==> config.mk <==
export PLATFORM = sky130hd
export DESIGN_NAME = addr_mode_tracer
export DESIGN_NICKNAME = d
export VERILOG_FILES = /design/src/rtl/addr_mode_tracer.sv
export SDC_FILE = /design/constraint.sdc
export NUM_CORES = 1
export LEC_CHECK = 0
export BUFFER_PORTS_ARGS = -buffer_cell sky130_fd_sc_hd__clkbuf_2
export CAP_MARGIN = 5
export CORE_ASPECT_RATIO = 0.7
export CORE_UTILIZATION = 35
export CTS_CLUSTER_SIZE = 10
export DETAILED_ROUTE_END_ITERATION = 8
export SKIP_LAST_GASP = 1
export SLEW_MARGIN = 0
export SYNTH_ARGS = -nofsm -noshare
export SYNTH_HDL_FRONTEND = slang
export SYNTH_SLANG_ARGS = --single-unit
==> constraint.sdc <==
create_clock -name clk -period 3 [get_ports clk]
set_input_delay 0.45 -clock clk [delete_from_list [all_inputs] [get_ports clk]]
set_output_delay 0.45 -clock clk [all_outputs]
set_load 0.01 [all_outputs]
==> src/rtl/addr_mode_tracer.sv <==
// addr_mode_tracer: samples the 6502 decoder's one-hot addressing-mode strobes,
// keeps saturating per-mode / unknown / drop counters, and buffers trace
// entries {multi, unknown, idx[3:0], opcode} in a FIFO drained over valid/ready.
// Optional simulation trace printing is compiled in only when the macro
// ADDR_MODE_TRACE_DISPLAY_EN is defined; hardware behaviour is identical.
module addr_mode_tracer #(
    parameter int NUM_MODES = 13,
    parameter int INSN_W    = 8,
    parameter int DEPTH     = 8,
    parameter int COUNT_W   = 16
) (
    input  logic                  clk,
    input  logic                  rst_n,
    input  logic                  in_valid,
    input  logic [NUM_MODES-1:0]  mode,
    input  logic [INSN_W-1:0]     instruction,
    input  logic                  trace_en,
    input  logic                  clr_cnt,
    output logic                  out_valid,
    input  logic                  out_ready,
    output logic [INSN_W+5:0]     out_data,
    input  logic [3:0]            cnt_sel,
    output logic [COUNT_W-1:0]    cnt_data,
    output logic                  err_multi,
    output logic                  full
);

    localparam int AW = $clog2(DEPTH);
    localparam int PW = AW + 1;
    localparam int EW = INSN_W + 6;
    localparam logic [COUNT_W-1:0] CNT_MAX = '1;

    // Decoded view of the current sample
    logic [3:0]           idx;
    logic                 unknown;
    logic                 multi;
    logic [NUM_MODES-1:0] mode_minus_one;
    logic [EW-1:0]        entry;

    // Statistics state
    logic [COUNT_W-1:0] mode_cnt_q [NUM_MODES];
    logic [COUNT_W-1:0] mode_cnt_d [NUM_MODES];
    logic [COUNT_W-1:0] unk_cnt_q, unk_cnt_d;
    logic [COUNT_W-1:0] drop_cnt_q, drop_cnt_d;
    logic               err_multi_q, err_multi_d;
    logic [COUNT_W-1:0] cnt_data_q, cnt_data_d;

    // FIFO state
    logic [EW-1:0] mem_q [DEPTH];
    logic [EW-1:0] mem_d [DEPTH];
    logic [PW-1:0] wr_ptr_q, wr_ptr_d;
    logic [PW-1:0] rd_ptr_q, rd_ptr_d;

    logic fifo_empty;
    logic fifo_full;
    logic push;
    logic pop;
    logic drop;
    logic push_ok;

    // Clearing the lowest set bit leaves something behind only for multi-hot input
    assign mode_minus_one = mode - NUM_MODES'(1);
    assign multi          = |(mode & mode_minus_one);

    // Priority-encode the lowest set mode bit; no bit set means unknown / 4'hF
    always_comb begin
        idx     = 4'hF;
        unknown = 1'b1;
        for (int i = NUM_MODES - 1; i >= 0; i--) begin
            if (mode[i]) begin
                idx     = 4'(i);
                unknown = 1'b0;
            end
        end
    end

    assign entry = {multi, unknown, idx, instruction};

    // FIFO flags and handshake qualification; a full FIFO can still accept a push
    // when the head leaves in the same cycle
    always_comb begin
        fifo_empty = (wr_ptr_q == rd_ptr_q);
        fifo_full  = (wr_ptr_q[AW] != rd_ptr_q[AW]) &&
                     (wr_ptr_q[AW-1:0] == rd_ptr_q[AW-1:0]);
        push       = in_valid && trace_en;
        pop        = !fifo_empty && out_ready;
        drop       = push && fifo_full && !pop;
        push_ok    = push && !drop;
    end

    // FIFO storage and pointer next-state
    always_comb begin
        mem_d    = mem_q;
        wr_ptr_d = wr_ptr_q;
        rd_ptr_d = rd_ptr_q;
        if (push_ok) begin
            mem_d[wr_ptr_q[AW-1:0]] = entry;
            wr_ptr_d                = wr_ptr_q + PW'(1);
        end
        if (pop) begin
            rd_ptr_d = rd_ptr_q + PW'(1);
        end
    end

    // Saturating counters and sticky multi flag; a clear overrides any sample
    always_comb begin
        unk_cnt_d   = unk_cnt_q;
        drop_cnt_d  = drop_cnt_q;
        err_multi_d = err_multi_q;
        for (int i = 0; i < NUM_MODES; i++) begin
            mode_cnt_d[i] = mode_cnt_q[i];
        end
        if (clr_cnt) begin
            unk_cnt_d   = '0;
            drop_cnt_d  = '0;
            err_multi_d = 1'b0;
            for (int i = 0; i < NUM_MODES; i++) begin
                mode_cnt_d[i] = '0;
            end
        end else begin
            if (in_valid) begin
                if (unknown) begin
                    if (unk_cnt_q != CNT_MAX) begin
                        unk_cnt_d = unk_cnt_q + COUNT_W'(1);
                    end
                end else begin
                    for (int i = 0; i < NUM_MODES; i++) begin
                        if ((idx == 4'(i)) && (mode_cnt_q[i] != CNT_MAX)) begin
                            mode_cnt_d[i] = mode_cnt_q[i] + COUNT_W'(1);
                        end
                    end
                end
                if (multi) begin
                    err_multi_d = 1'b1;
                end
            end
            if (drop && (drop_cnt_q != CNT_MAX)) begin
                drop_cnt_d = drop_cnt_q + COUNT_W'(1);
            end
        end
    end

    // Counter read mux; registered so cnt_data lags the counters by one edge
    always_comb begin
        cnt_data_d = '0;
        if (cnt_sel == 4'd14) begin
            cnt_data_d = drop_cnt_q;
        end else if (cnt_sel == 4'd15) begin
            cnt_data_d = unk_cnt_q;
        end else begin
            for (int i = 0; i < NUM_MODES; i++) begin
                if (cnt_sel == 4'(i)) begin
                    cnt_data_d = mode_cnt_q[i];
                end
            end
        end
    end

    // State registers; reset wipes counters, pointers and FIFO contents
    always_ff @(posedge clk or negedge rst_n) begin
        if (!rst_n) begin
            unk_cnt_q   <= '0;
            drop_cnt_q  <= '0;
            err_multi_q <= 1'b0;
            cnt_data_q  <= '0;
            wr_ptr_q    <= '0;
            rd_ptr_q    <= '0;
            for (int i = 0; i < NUM_MODES; i++) begin
                mode_cnt_q[i] <= '0;
            end
            for (int i = 0; i < DEPTH; i++) begin
                mem_q[i] <= '0;
            end
        end else begin
            unk_cnt_q   <= unk_cnt_d;
            drop_cnt_q  <= drop_cnt_d;
            err_multi_q <= err_multi_d;
            cnt_data_q  <= cnt_data_d;
            wr_ptr_q    <= wr_ptr_d;
            rd_ptr_q    <= rd_ptr_d;
            for (int i = 0; i < NUM_MODES; i++) begin
                mode_cnt_q[i] <= mode_cnt_d[i];
            end
            for (int i = 0; i < DEPTH; i++) begin
                mem_q[i] <= mem_d[i];
            end
        end
    end

    assign out_valid = !fifo_empty;
    assign full      = fifo_full;
    assign out_data  = mem_q[rd_ptr_q[AW-1:0]];
    assign cnt_data  = cnt_data_q;
    assign err_multi = err_multi_q;

`ifdef ADDR_MODE_TRACE_DISPLAY_EN
    function automatic string mode_name(input logic [3:0] i);
        case (i)
            4'd0:    return "immediate";
            4'd1:    return "absolute";
            4'd2:    return "zpg_absolute";
            4'd3:    return "implied";
            4'd4:    return "accumulator";
            4'd5:    return "abs_indexed_x";
            4'd6:    return "abs_indexed_y";
            4'd7:    return "zpg_indexed_x";
            4'd8:    return "zpg_indexed_y";
            4'd9:    return "indirect";
            4'd10:   return "indirect_x";
            4'd11:   return "indirect_y";
            4'd12:   return "relative";
            default: return "unknown";
        endcase
    endfunction

    // Human-readable trace of every sampled decode
    always @(posedge clk) begin
        if (rst_n && in_valid) begin
            $display("addr_mode_tracer: %s opcode=%h", unknown ? "unknown" : mode_name(idx), instruction);
            if (multi) begin
                $display("addr_mode_tracer: warning multi mode=%h", mode);
            end
            if (drop) begin
                $display("addr_mode_tracer: warning drop opcode=%h", instruction);
            end
        end
    end
`else
`endif

endmodule

[Yosys cells after proc, flatten, opt, wreduce, memory -nomap -nowiden]
Cells that the tools add are included.
Word-level totals
  register bits after elaboration: 377
  output and inout port bits: 33
Operators by class
  bitwise operators: 3
  add/sub/neg operators: 18
  multiplexer cells: 72
  reductions and logical operators: 60
  order comparisons: 3
  equal/unequal tests: 45
Operator list (number)
  2-to-1 mux 208 bit: 3
  2-to-1 mux 16 bit: 34
  adder 16 x 1 -> 16 bit (second input constant): 15
  != test 16 bit (second input constant): 15
  bitwise mux 112 bit: 1
  == test 4 bit (second input constant): 12
  2-to-1 mux 4 bit: 11
  binary-select mux 14 bit (select 3 bit): 1
  demux 14 bit (select 3 bit): 1
  2-to-1 mux 14 bit: 3
  AND reduction 3 bit: 14
  nonzero test 2 bit: 18
  == test 4 x 3 -> 1 bit (second input constant): 8
  logical AND 1 bit: 21
  == test 4 x 2 -> 1 bit (second input constant): 4
  2-to-1 mux 1 bit: 16
  AND 13 bit: 1
  OR reduction 13 bit: 1
  subtractor 13 x 1 -> 13 bit (second input constant): 1
  adder 4 x 1 -> 4 bit (second input constant): 2
  == test 4 x 1 -> 1 bit (second input constant): 2
  >= comparator 4 bit (second input constant): 2
  zero test 4 bit: 2
  NOT 3 -> 4 bit: 2
  other kinds (9): 11

[Logic depth before layout (Yosys ltp)]
Gate-level depths: netlist of the first run.
  depth after elaboration: 19
  depth in mapped cells: 10
  mapped depth without buffers: 7

[Worst setup path after synthesis of the first run]
No wires, ideal clock.
  kind: input-to-reg
  from: in mode[0]
  to: reg err_multi_q (netlist: err_multi)
  required time: 2.864 ns
  cell stages on the path: 7
  path slack: 0.295 ns
  setup time: 0.136 ns
  data arrival time: 2.569 ns
  cell sequence: or4_1 -> buf_2 -> or4_4 -> a211o_1 -> a2111oi_4 -> nand2b_1 -> a21oi_1
On the way
  word-level cells in the longest chain between the ends: 5
RTL lines
  start, declared: line 15  | input logic [NUM_MODES-1:0] mode,
  subtractor 13 x 1 -> 13 bit: line 62  | assign mode_minus_one = mode - NUM_MODES'(1);
  AND 13 bit (*): line 63  | assign multi = |(mode & mode_minus_one);
  OR reduction 13 bit (*): line 63
  nonzero test 2 bit (no source line) (*)
  AND reduction 2 bit (no source line) (*)
  end signal, assigned: line 177  | err_multi_q <= err_multi_d;
  end, declared: line 45  | logic err_multi_q, err_multi_d;
Every way passes the cells marked *; elsewhere a longest branch is shown, timed or not.
A chain may end at the register's enable or synchronous reset.

[Final worst setup path of the first run]
  from: reg wr_ptr_q[1]
  to: reg mem_q[87] in the netlist's numbering
On the way
  word-level cells in the longest chain between the ends: 7
  elaborated cells between the ends (all ways): 17
  those cells by class: order compare (2); eq/ne (2); mux (3); bitwise (1); reduce/logical (9)
RTL lines
  start, declared: line 51  | logic [PW-1:0] wr_ptr_q, wr_ptr_d;
  start signal, assigned: line 179  | wr_ptr_q <= wr_ptr_d;
  branches (longest 7 deep; another with >= comparator 4 bit)
  end signal, assigned by index: line 185  | mem_q[i] <= mem_d[i];
  end, declared: line 49  | logic [EW-1:0] mem_q [DEPTH];
Parallel ways; which one is timed is not known.

==> key figures, run 1 <==
Critical path
  • CP Capture Type: register
  • Worst path slowest cell: or4_1
  • CP Cell Sequence: xor2_1 > or4_1 > o21ai_1 > or4b_2 > mux2_2
  • Worst path max stage delay: just over 600 ps
  • Arrival time worst endpoint: 3280 ps
  • Worst Path Required: 3440 ps
  • R2R Setup Slk: roughly 150 ps
  • Critical-path maximum fanout: 20
  • Crit Path Class: register to register
  • Worst setup SP type: register

Floorplan
  • Die Y: 208 um
  • Horiz. Die Dim: 296 um
  • Die area: around 61000 sq um
  • Core Box Area: 59000 sq um
  • Core Rows: 74
  • Initial Util: 35.8%
  • I/O pins: 64

GRT
  • Busiest grt layer: met1
  • Vias in the first global route: 17.0k
  • Initial antenna violation count: 5
  • Met1 Usage GRT: 32.5%
  • Largest net degree at the start of global routing: 143
  • Global route overflow: 0
  • First-pass GRT wire length: 99800 um
  • Gr usage total: 20.7%
  • Grt met3 use: 4.74%
  • Met2 usage in global routing: around 28%

Pwr
  • Static leakage: 9.82 nW
  • Max IR drop VDD: 0.438 mV
  • Power Density: 593 nW/um^2

Logic synthesis
  • Area of the mapped netlist: 21100 sq um
  • Synth Area in Adders: 1.15%
  • Most common cell in the netlist: dfrtp_1
  • Post-synth top flop: dfrtp_1
  • Syn Nets: 2241
  • Synth top area cells: dfrtp_1 (45%), mux2_2 (5.5%), mux4_2 (4.7%)
  • Post-Synth XOR/XNOR Area: 5.60%
  • Synth unique cells: 67
  • #FFs+latches synth: 377
  • Synth Area in Compound Gates: 12.1%
  • Synth cell count leaders: dfrtp_1 (377), nor2_1 (222), nand2_1 (158), o21ai_0 (146), a21oi_1 (142)
  • Synth top area share: between 40 and 50%
  • Mux contribution to synthesized area: 11.8%
  • Synth warn: 0
  • Post-synth EDFFs: 0
  • Mean post-synth cell area: between 9 and 10 sq um
  • Simple-gate share of the synthesized area: 21.3%
  • Post-synth ARST share: 100%
  • Yosys top cell by area: dfrtp_1
  • Seq/Total Area, Yosys: between 40 and 50%
  • Main combinational cell family by area after synthesis: simple AND/OR/NAND/NOR gates
  • Mapped Cells: between 2k and 2.5k

Routing
  • Vias per cell: between 5 and 6
  • Avg WL per Cell: 20.6 um
  • Final ANT Viol Nets: 0
  • Initial DRC Count: 2094
  • Routed WL: approximately 63000 um
  • TritonRoute pass-1 iters: 6
  • Post-route DRC: 0
  • Routed vias: 17.9k

Timing
  • Worst clock skew: 29.1 ps
  • Slew Limit Fails: 0
  • Fin Hold WS: ~250 ps
  • Least-Margin Pin Slew: 1060 ps
  • Slew HR: 29.1%
  • Final Hold Vio Count: 0
  • Final setup TNS: 0 ps
  • Unrepaired setup endpoints after global routing: yes
  • Max Clock Freq: 351 MHz
  • Fin crit period: between 2000 and 3000 ps
  • Tcrit/Tclk final: 94.9%
  • Final number of setup-violating endpoints: 0

Cells and area
  • Share of cells above drive strength 1: 16.8%
  • Area Overhead vs Synth: 13.8%
  • Sequential cell area: 9440 sq um
  • Final instance area: 24000 sq um
  • Final std cells w/o fill: 3061
  • Final core utilization: between 40% and 50%
  • Final #Nets: between 2k and 2.5k
  • Filler cell count: 5723
  • Multi-input logic area: 11000 sq um

Clocking
  • Clock sinks: 377
  • Num CTS Buffers: 45
  • Bufs on Longest Clock Path: 3
  • Root Buffer: clkbuf_16
  • Worst-path clk slew: 50 ps
  • CTS tree: yes
  • Worst-Skew Late Latency: between 500 and 600 ps
  • H-tree depth: 2
  • Postcts setup bufs: 0

Placement
  • Buffers on Ports: 63
  • DPL Wire Length: approximately 45000 um
  • DP Cell Count: 2999
  • Gpl congestion: 1.01
  • Placed cell area: 22700 sq um

Min path
  • Hold Crit Class: input port to register

Run status
  • Status: finished, final reports clean

Flow run
  • Max-Cap Viols: 0
[stage by stage]
| stage | setup slack (ps) | power, W |
|---|---|---|
| floorplan | 295 | 0.00821 |
| global placement | 35.2 | 0.00917 |
| detailed placement | 50.3 | 0.00931 |
| CTS | 85.2 | 0.0144 |
| global route | -0.113 | 0.0150 |
| finish | 153 | 0.0142 |
[placed cells by master, fill, tap and decap left out, types with 5 or more instances in the layout]
master,netlist,routed
dfrtp_1,377,376
nor2_1,222,222
nand2_1,158,158
o21ai_0,146,146
a21oi_1,142,142
mux2_2,103,103
nand4_1,91,91
nand3_1,82,82
buf_4,0,78
xor2_1,73,73
xnor2_1,62,62
clkbuf_2,0,60
or3_1,56,56
and3_1,53,53
clkbuf_16,0,46
mux4_2,44,44
nor4_1,40,40
or4_1,37,37
inv_1,37,37
mux2i_1,35,35
o22ai_1,34,34
o31ai_1,31,30
nor3_1,25,25
and4_1,25,25
nor2b_1,22,22
and2_1,19,19
ha_1,17,17
buf_12,0,11
a31oi_1,10,10
a211oi_1,8,8
a221oi_1,8,8
nand2b_1,7,7
o221ai_1,7,7
nor4b_1,6,6
clkbuf_1,113,6
or2_2,5,5
a31o_2,5,5
[worst max-delay path: cells and delay by family (launching register included)]
kind | cells | cell delay, ps
mux | 1 | 410
xor+xnor | 1 | 210
compound gates | 1 | 420
simple gates | 2 | 1200
flops | 1 | 470
[timing repair]
item | in CTS | in global routing
endpoints found under the setup margin | 12 | 1
hold buffers | 1 | 0
hold endpoints to repair | 52 | 0
resized for setup | 1 | 0
[power breakdown]
group	internal, W	switching, W
Clock	0.00295	0.00209
Sequential	0.00577	0.000384
Combinational	0.00150	0.00155
Total	0.0102	0.00403
[metal layers]
layer	share of wire (%)	vias to the layer above
met5	0.017	-
met3	9.1	88
met4	1.9	2
met1	48	8951
li1	-	8163
met2	41	725
[sequential cells by signal, summed over array words and instances, names as in the netlist]
signal      cells
cnt_data       16
err_multi       1
mem_q         112
rd_ptr_q        4
mode_cnt_q    208
wr_ptr_q        4
drop_cnt_q     16
unk_cnt_q      16
[final timing paths]
check	start	end	cells past startpoint
worst max-delay path	wr_ptr_q[1]	mem_q[87]	5
worst min-delay path	instruction[4]	mem_q[102]	2
worst max register to register	wr_ptr_q[1]	mem_q[87]	5
worst min register to register	mem_q[66]	mem_q[66]	2
max in group asynchronous	rst_n	mem_q[14]	3
min in group asynchronous	rst_n	drop_cnt_q[7]	2
[cell families after synthesis]
logic type / Yosys count
fa+ha+maj: 20
simple gates: 866
mux: 182
buf+inv: 182
xor+xnor: 135
compound gates: 431
flops: 377
[area by class of cell]
| type | instances | share of cell area, % |
|---|---|---|
| clock inverters | 5 | 0.359 |
| repair buffers | 153 | 4.81 |
| well taps | 798 | 4.15 |
| multi-input cells | 1634 | 45.8 |
| clock buffers | 54 | 5.00 |
| flip-flops and latches | 377 | 39.2 |
| diodes | 2 | 0.0208 |
| inverters | 38 | 0.593 |
No activity file was read; power rests on OpenSTA's default activity.
==> inputs of run 2 (changes only) <==
--- a/config.mk
+++ b/config.mk
@@ -11,6 +11,7 @@
 export CORE_UTILIZATION = 35
 export CTS_CLUSTER_SIZE = 10
 export DETAILED_ROUTE_END_ITERATION = 8
+export GPL_TIMING_DRIVEN = 0
 export SKIP_LAST_GASP = 1
 export SLEW_MARGIN = 0
 export SYNTH_ARGS = -nofsm -noshare
==> run 2 against run 1 <==
Effect of this change:
- via count up 3.6%
- maximum frequency down 4.9%
- wire length up 16%
- first-iteration DRC count up 7.9%
- sequential share of layout area up 0.21 points
- critical endpoint is now cnt_data[8]
- largest cell class unchanged
- core utilization down 0.22 points
==> key figures, run 2 (same netlist as run 1, synthesis figures left out) <==
Run status
  • Status: finished, final reports clean

Critical path
  • Arrival time worst endpoint: 3410 ps
  • Worst R2R Start: mode_cnt_q[178]
  • WP depth: 7
  • Crit path max-delay family: buffers and inverters
  • Crit path to: cnt_data[8]
  • Crit Path Class: input port to register
  • CP Capture Type: register
  • Worst path max stage delay: 600 ps
  • CP Cell Sequence: clkbuf_2 > buf_2 > clkbuf_1 > buf_1 > and2_1 > a211oi_1 > a221oi_1
  • Reg2Reg Capture Point: mode_cnt_q[187]
  • Worst setup SP type: input port
  • Worst Path Required: 3410 ps
  • CP bufs+invs: 4
  • Worst-case reg-to-reg path depth: 6
  • R2R Setup Slk: 160 ps
  • Critical-path maximum fanout: 10
  • Worst path slowest cell: buf_1
  • Setup crit start: cnt_sel[0]

Timing
  • Fin crit period: about 3000 ps
  • Unrepaired setup endpoints after global routing: yes
  • Tcrit/Tclk final: 99.8%
  • Final WS setup: 5.65 ps
  • Final setup TNS: 0 ps
  • Final number of setup-violating endpoints: 0
  • Least-Margin Pin Slew: around 1400 ps
  • Max Clock Freq: 334 MHz
  • Final Hold Vio Count: 0
  • Worst clock skew: 51.0 ps
  • Slew HR: 8.82%
  • Slew Limit Fails: 0

Min path
  • Hold path depth: 2
  • Hold Crit Class: input port to register

Floorplan
  • Core Rows: 74
  • I/O pins: 64
  • Core Box Area: 59000 sq um
  • Horiz. Die Dim: 296 um
  • Initial Util: 35.8%
  • Die area: 61400 sq um
  • Die Y: a little over 200 um

Routing
  • Final ANT Viol Nets: 0
  • Vias per cell: 5.97
  • Post-route DRC: 0
  • DR WL met2: 28600 um
  • Met1 WL: 33900 um
  • Routed vias: 18.6k
  • TritonRoute pass-1 iters: 6
  • Metal3 WL: about 9000 um
  • Uppermost layer routed: met4
  • Avg WL per Cell: between 20 and 25 um
  • Routed WL: between 70000 and 80000 um
  • Initial DRC Count: 2259

Cells and area
  • Area Overhead vs Synth: 13.2%
  • Top flop regs: mode_cnt_q x208, mem_q x112
  • Most flop-heavy register: mode_cnt_q
  • Share of cells above drive strength 1: roughly 14%
  • Ant diodes: 0
  • Commonest non-fill, non-tap cells in the layout: dfrtp_1 (377), nor2_1 (221), nand2_1 (157)
  • Final #Nets: 2351
  • Most common library cell in the layout ignoring fill and taps: dfrtp_1
  • Filler cell count: 5761
  • Final core utilization: 40.5%
  • Max reg flops: 208

GRT
  • Global route overflow: 0
  • First-pass GRT wire length: 110000 um
  • Gr usage total: a little under a quarter
  • Initial antenna violation count: 3
  • Largest net degree at the start of global routing: 111
  • Vias in the first global route: 17.5k

Clocking
  • Clock sinks: between 300 and 400
  • CTS tree: yes
  • Worst-Skew Late Latency: 610 ps
  • Worst-path clk slew: 60 ps
  • Bufs on Longest Clock Path: 3
  • H-tree depth: 2
  • Root Buffer: clkbuf_16
  • Num CTS Buffers: 45

Placement
  • Buffers on Ports: a little under 60
  • Dpl ws: -1070 ps
  • Gpl congestion: about 1.0
  • DPL Wire Length: ~54000 um

Pwr
  • Power Density: between 600 and 700 nW/um^2
  • Max IR drop VDD: 0.375 mV
  • Static leakage: 9.64 nW

Flow run
  • Max-Cap Viols: 0
-- run 2: cell count changes in the layout (fill, tap and decap cells not counted), moves of 3 or more --
cell      previous run  this run
buf_12              11         0
buf_1                0        13
clkbuf_1             6        99
buf_16               0         3
buf_2                0        12
buf_4               78         5
clkbuf_2            60        76
-- run 2: metal layers --
layer / track usage [%] / vias up
li1: - / 8294
met1: 36.5 / 9273
met2: 30.9 / 905
met3: 8.31 / 107
met4: 5.74 / 0
met5: 0 / -
-- run 2: layout make-up --
type | instances | area (sq um) | area share, %
multi-input combinational | 1634 | 11000 | 46.2
sequential | 377 | 9430 | 39.5
clock buffer | 55 | 1220 | 5.12
tap | 798 | 998 | 4.18
buffer | 141 | 584 | 2.44
timing repair buffer | 66 | 419 | 1.75
inverter | 38 | 143 | 0.597
clock inverter | 3 | 55.1 | 0.230
-- run 2: worst reg2reg max path, stage by stage, from the launching register on --
cell and delay (ps):
dfrtp_1 440, and4_1 280, and3_1 270, a31oi_1 720, nand4_1 400, or4_1 500
a21oi_1 160
-- run 2: how the worst min path moves through the flow --
stage / start / end / slack, ps
after floorplan: rst_n / cnt_data[0] / 150
after global placement: mem_q[37] / mem_q[37] / 460
after detailed placement: mem_q[27] / mem_q[27] / 470
after CTS: instruction[6] / mem_q[90] / 210
after global routing: instruction[6] / mem_q[90] / 230
final: instruction[6] / mem_q[90] / 230
-- run 2: power breakdown --
group | internal [W] | switching [W] | total, W
clock network | 0.00292 | 0.00217 | 0.00508
registers | 0.00577 | 0.000380 | 0.00615
logic | 0.00148 | 0.00169 | 0.00317
-- run 2: stage by stage --
| step | total power (W) | std cells | hold slack [ps] | area [sq um] |
|---|---|---|---|---|
| finish | 0.0144 | 3112 | 230 | 23900 |
| global route | 0.0150 | 3112 | 230 | 23900 |
| CTS | 0.0145 | 3109 | 205 | 23800 |
| detailed placement | 0.00936 | 3053 | 469 | 22500 |
| global placement | 0.00922 | 3050 | 456 | 22400 |
| floorplan | 0.00821 | 2193 | 154 | 21100 |
-- run 2: timing repair --
item,4_1_cts,5_1_grt
setup buffers,0,3
hold buffers,1,0
pin swaps,1,2
setup endpoints to repair,165,150
hold endpoints to repair,69,0
gates resized for setup,25,37
==> inputs of run 3 (changes only) <==
--- a/config.mk
+++ b/config.mk
@@ -12,8 +12,8 @@
 export CTS_CLUSTER_SIZE = 10
 export DETAILED_ROUTE_END_ITERATION = 8
 export GPL_TIMING_DRIVEN = 0
+export RECOVER_POWER = 25
 export SKIP_LAST_GASP = 1
-export SLEW_MARGIN = 0
 export SYNTH_ARGS = -nofsm -noshare
 export SYNTH_HDL_FRONTEND = slang
 export SYNTH_SLANG_ARGS = --single-unit
==> run 3 against run 2 <==
Effect of this change:
- wire length is essentially flat
- critical endpoint unchanged
- first-iteration DRC count up 3.0%
- design area is 0.15% lower
- final cell count is essentially flat
- non-clock buffer count is the same
- sequential power about the same
- via count down 0.31%
- sequential share of layout area grew 0.060 points
- clock power about the same
==> key figures, run 3 (same netlist as run 1, synthesis figures left out) <==
Run status
  • Status: finished, final reports clean

GRT
  • First-pass GRT wire length: 110000 um
  • Global route overflow: 0
  • Gr usage total: 23.7%
  • Largest net degree at the start of global routing: 111
  • Vias in the first global route: 17.5k
  • Initial antenna violation count: 3

Routing
  • Routed WL: 72900 um
  • TritonRoute pass-1 iters: 6
  • Vias per cell: around 5.9
  • Avg WL per Cell: 23.4 um
  • Initial DRC Count: around 2.3k
  • Post-route DRC: 0
  • Final ANT Viol Nets: 0
  • Routed vias: about 19k

Critical path
  • Worst path slowest cell: buf_1
  • Worst path max stage delay: just over 600 ps
  • CP Cell Sequence: clkbuf_2 > buf_2 > clkbuf_1 > buf_1 > and2_1 > a211oi_1 > a221oi_1
  • Critical-path maximum fanout: 10
  • Arrival time worst endpoint: 3400 ps
  • Worst Path Required: 3410 ps
  • CP Capture Type: register
  • Worst setup SP type: input port
  • Worst R2R Start: mode_cnt_q[178]
  • Crit Path Class: input port to register
  • Setup crit start: cnt_sel[0]

Timing
  • Worst clock skew: 49.7 ps
  • Fin crit period: 2990 ps
  • Least-Margin Pin Slew: 1420 ps
  • Slew HR: 5.02%
  • Tcrit/Tclk final: 99.7%
  • Max Clock Freq: 334 MHz
  • Slew Limit Fails: 0
  • Final number of setup-violating endpoints: 0
  • Final setup TNS: 0 ps
  • Unrepaired setup endpoints after global routing: yes
  • Final Hold Vio Count: 0

Cells and area
  • Most flop-heavy register: mode_cnt_q
  • Commonest non-fill, non-tap cells in the layout: dfrtp_1 (377), nor2_1 (221), nand2_1 (157)
  • Share of cells above drive strength 1: between 10% and 20%
  • Max reg flops: roughly 210
  • Top flop regs: mode_cnt_q x208, mem_q x112
  • Most common library cell in the layout ignoring fill and taps: dfrtp_1
  • Final instance area: 23900 sq um
  • Final #Nets: between 2k and 2.5k
  • Area Overhead vs Synth: 13.0%

Floorplan
  • Core Box Area: a little under 60000 sq um
  • Horiz. Die Dim: 296 um
  • Die area: 61400 sq um
  • I/O pins: 64
  • Die Y: 208 um
  • Core Rows: 74
  • Initial Util: 35.8%

Min path
  • HP Start: instruction[6]
  • Hold Crit Class: input port to register

Flow run
  • Max-Cap Viols: 0

Pwr
  • Static leakage: 9.57 nW
  • Max IR drop VDD: ~0.37 mV
  • Power Density: 603 nW/um^2

Clocking
  • Root Buffer: clkbuf_16
  • H-tree depth: 2
  • Worst-Skew Late Latency: 600 ps
  • Clock sinks: 377
  • Num CTS Buffers: 45
  • Worst-path clk slew: 60 ps
  • Bufs on Longest Clock Path: 3
  • CTS tree: yes

Placement
  • Placed cell area: 22500 sq um
  • DPL Wire Length: about 54000 um
  • Buffers on Ports: 59
  • Gpl congestion: 1.01
run 3: changes by cell type in the layout (fill, tap and decap cells not counted):
cell | before | now
clkbuf_1 | 99 | 116
clkbuf_2 | 76 | 59
diode_2 | 0 | 2
buf_16 | 3 | 2
clkbuf_4 | 1 | 2
run 3: path summary, 6_finish.rpt:
kind | end | slack (ps) | cells after the start
max | cnt_data[8] | 9 | 7
min | mem_q[90] | 230 | 2
max reg2reg | mode_cnt_q[187] | 150 | 6
min reg2reg | mem_q[27] | 480 | 2
max in group asynchronous | mode_cnt_q[130] | 670 | 3
min in group asynchronous | mode_cnt_q[52] | 440 | 2
run 3: stage by stage:
step	setup WS, ps	utilization, %	cells	hold slack, ps	total power, W
floorplan	295	-	2193	154	0.00821
global placement	-7000	38.0	3050	456	0.00922
detailed placement	-1070	38.2	3053	469	0.00936
CTS	4.60	40.4	3109	205	0.0145
global route	-0.550	40.5	3112	230	0.0150
finish	9.18	40.5	3114	233	0.0144
run 3: per-layer routing:
| layer | routed length (um) | GRT usage [%] |
|---|---|---|
| met5 | 0 | 0 |
| met4 | 1500 | 5.74 |
| met3 | 9510 | 8.31 |
| met2 | 28500 | 30.9 |
| met1 | 33500 | 36.5 |
run 3: final cells by class:
class | instances | area [sq um]
diodes | 2 | 5.00
plain buffers | 141 | 584
flip-flops and latches | 377 | 9430
multi-input cells | 1634 | 11000
clock inverters | 3 | 55.1
repair buffers | 66 | 378
clock buffers | 55 | 1220
inverters | 38 | 143
fillers | 5773 | 35100
well taps | 798 | 998
run 3: worst max-delay path: cells and delay by family:
| kind | cells | cell delay [ps] |
|---|---|---|
| buffers and inverters | 4 | 1970 |
| and+or+nand+nor | 1 | 290 |
| AOI/OAI and AO/OA | 2 | 660 |
run 3: report_power, final:
part	switching, W	leakage, nW	internal [W]
Clock	0.00216	0.627	0.00291
Combinational	0.00169	3.84	0.00147
Sequential	0.000381	5.11	0.00577
Total	0.00423	9.57	0.0102
run 3: timing repair:
item,in CTS,in global routing
setup buffers,0,3
endpoints found under the setup margin,165,150
resized for setup,25,37
endpoints found under the hold margin,69,0
pin swaps,1,2
hold buffers,1,0
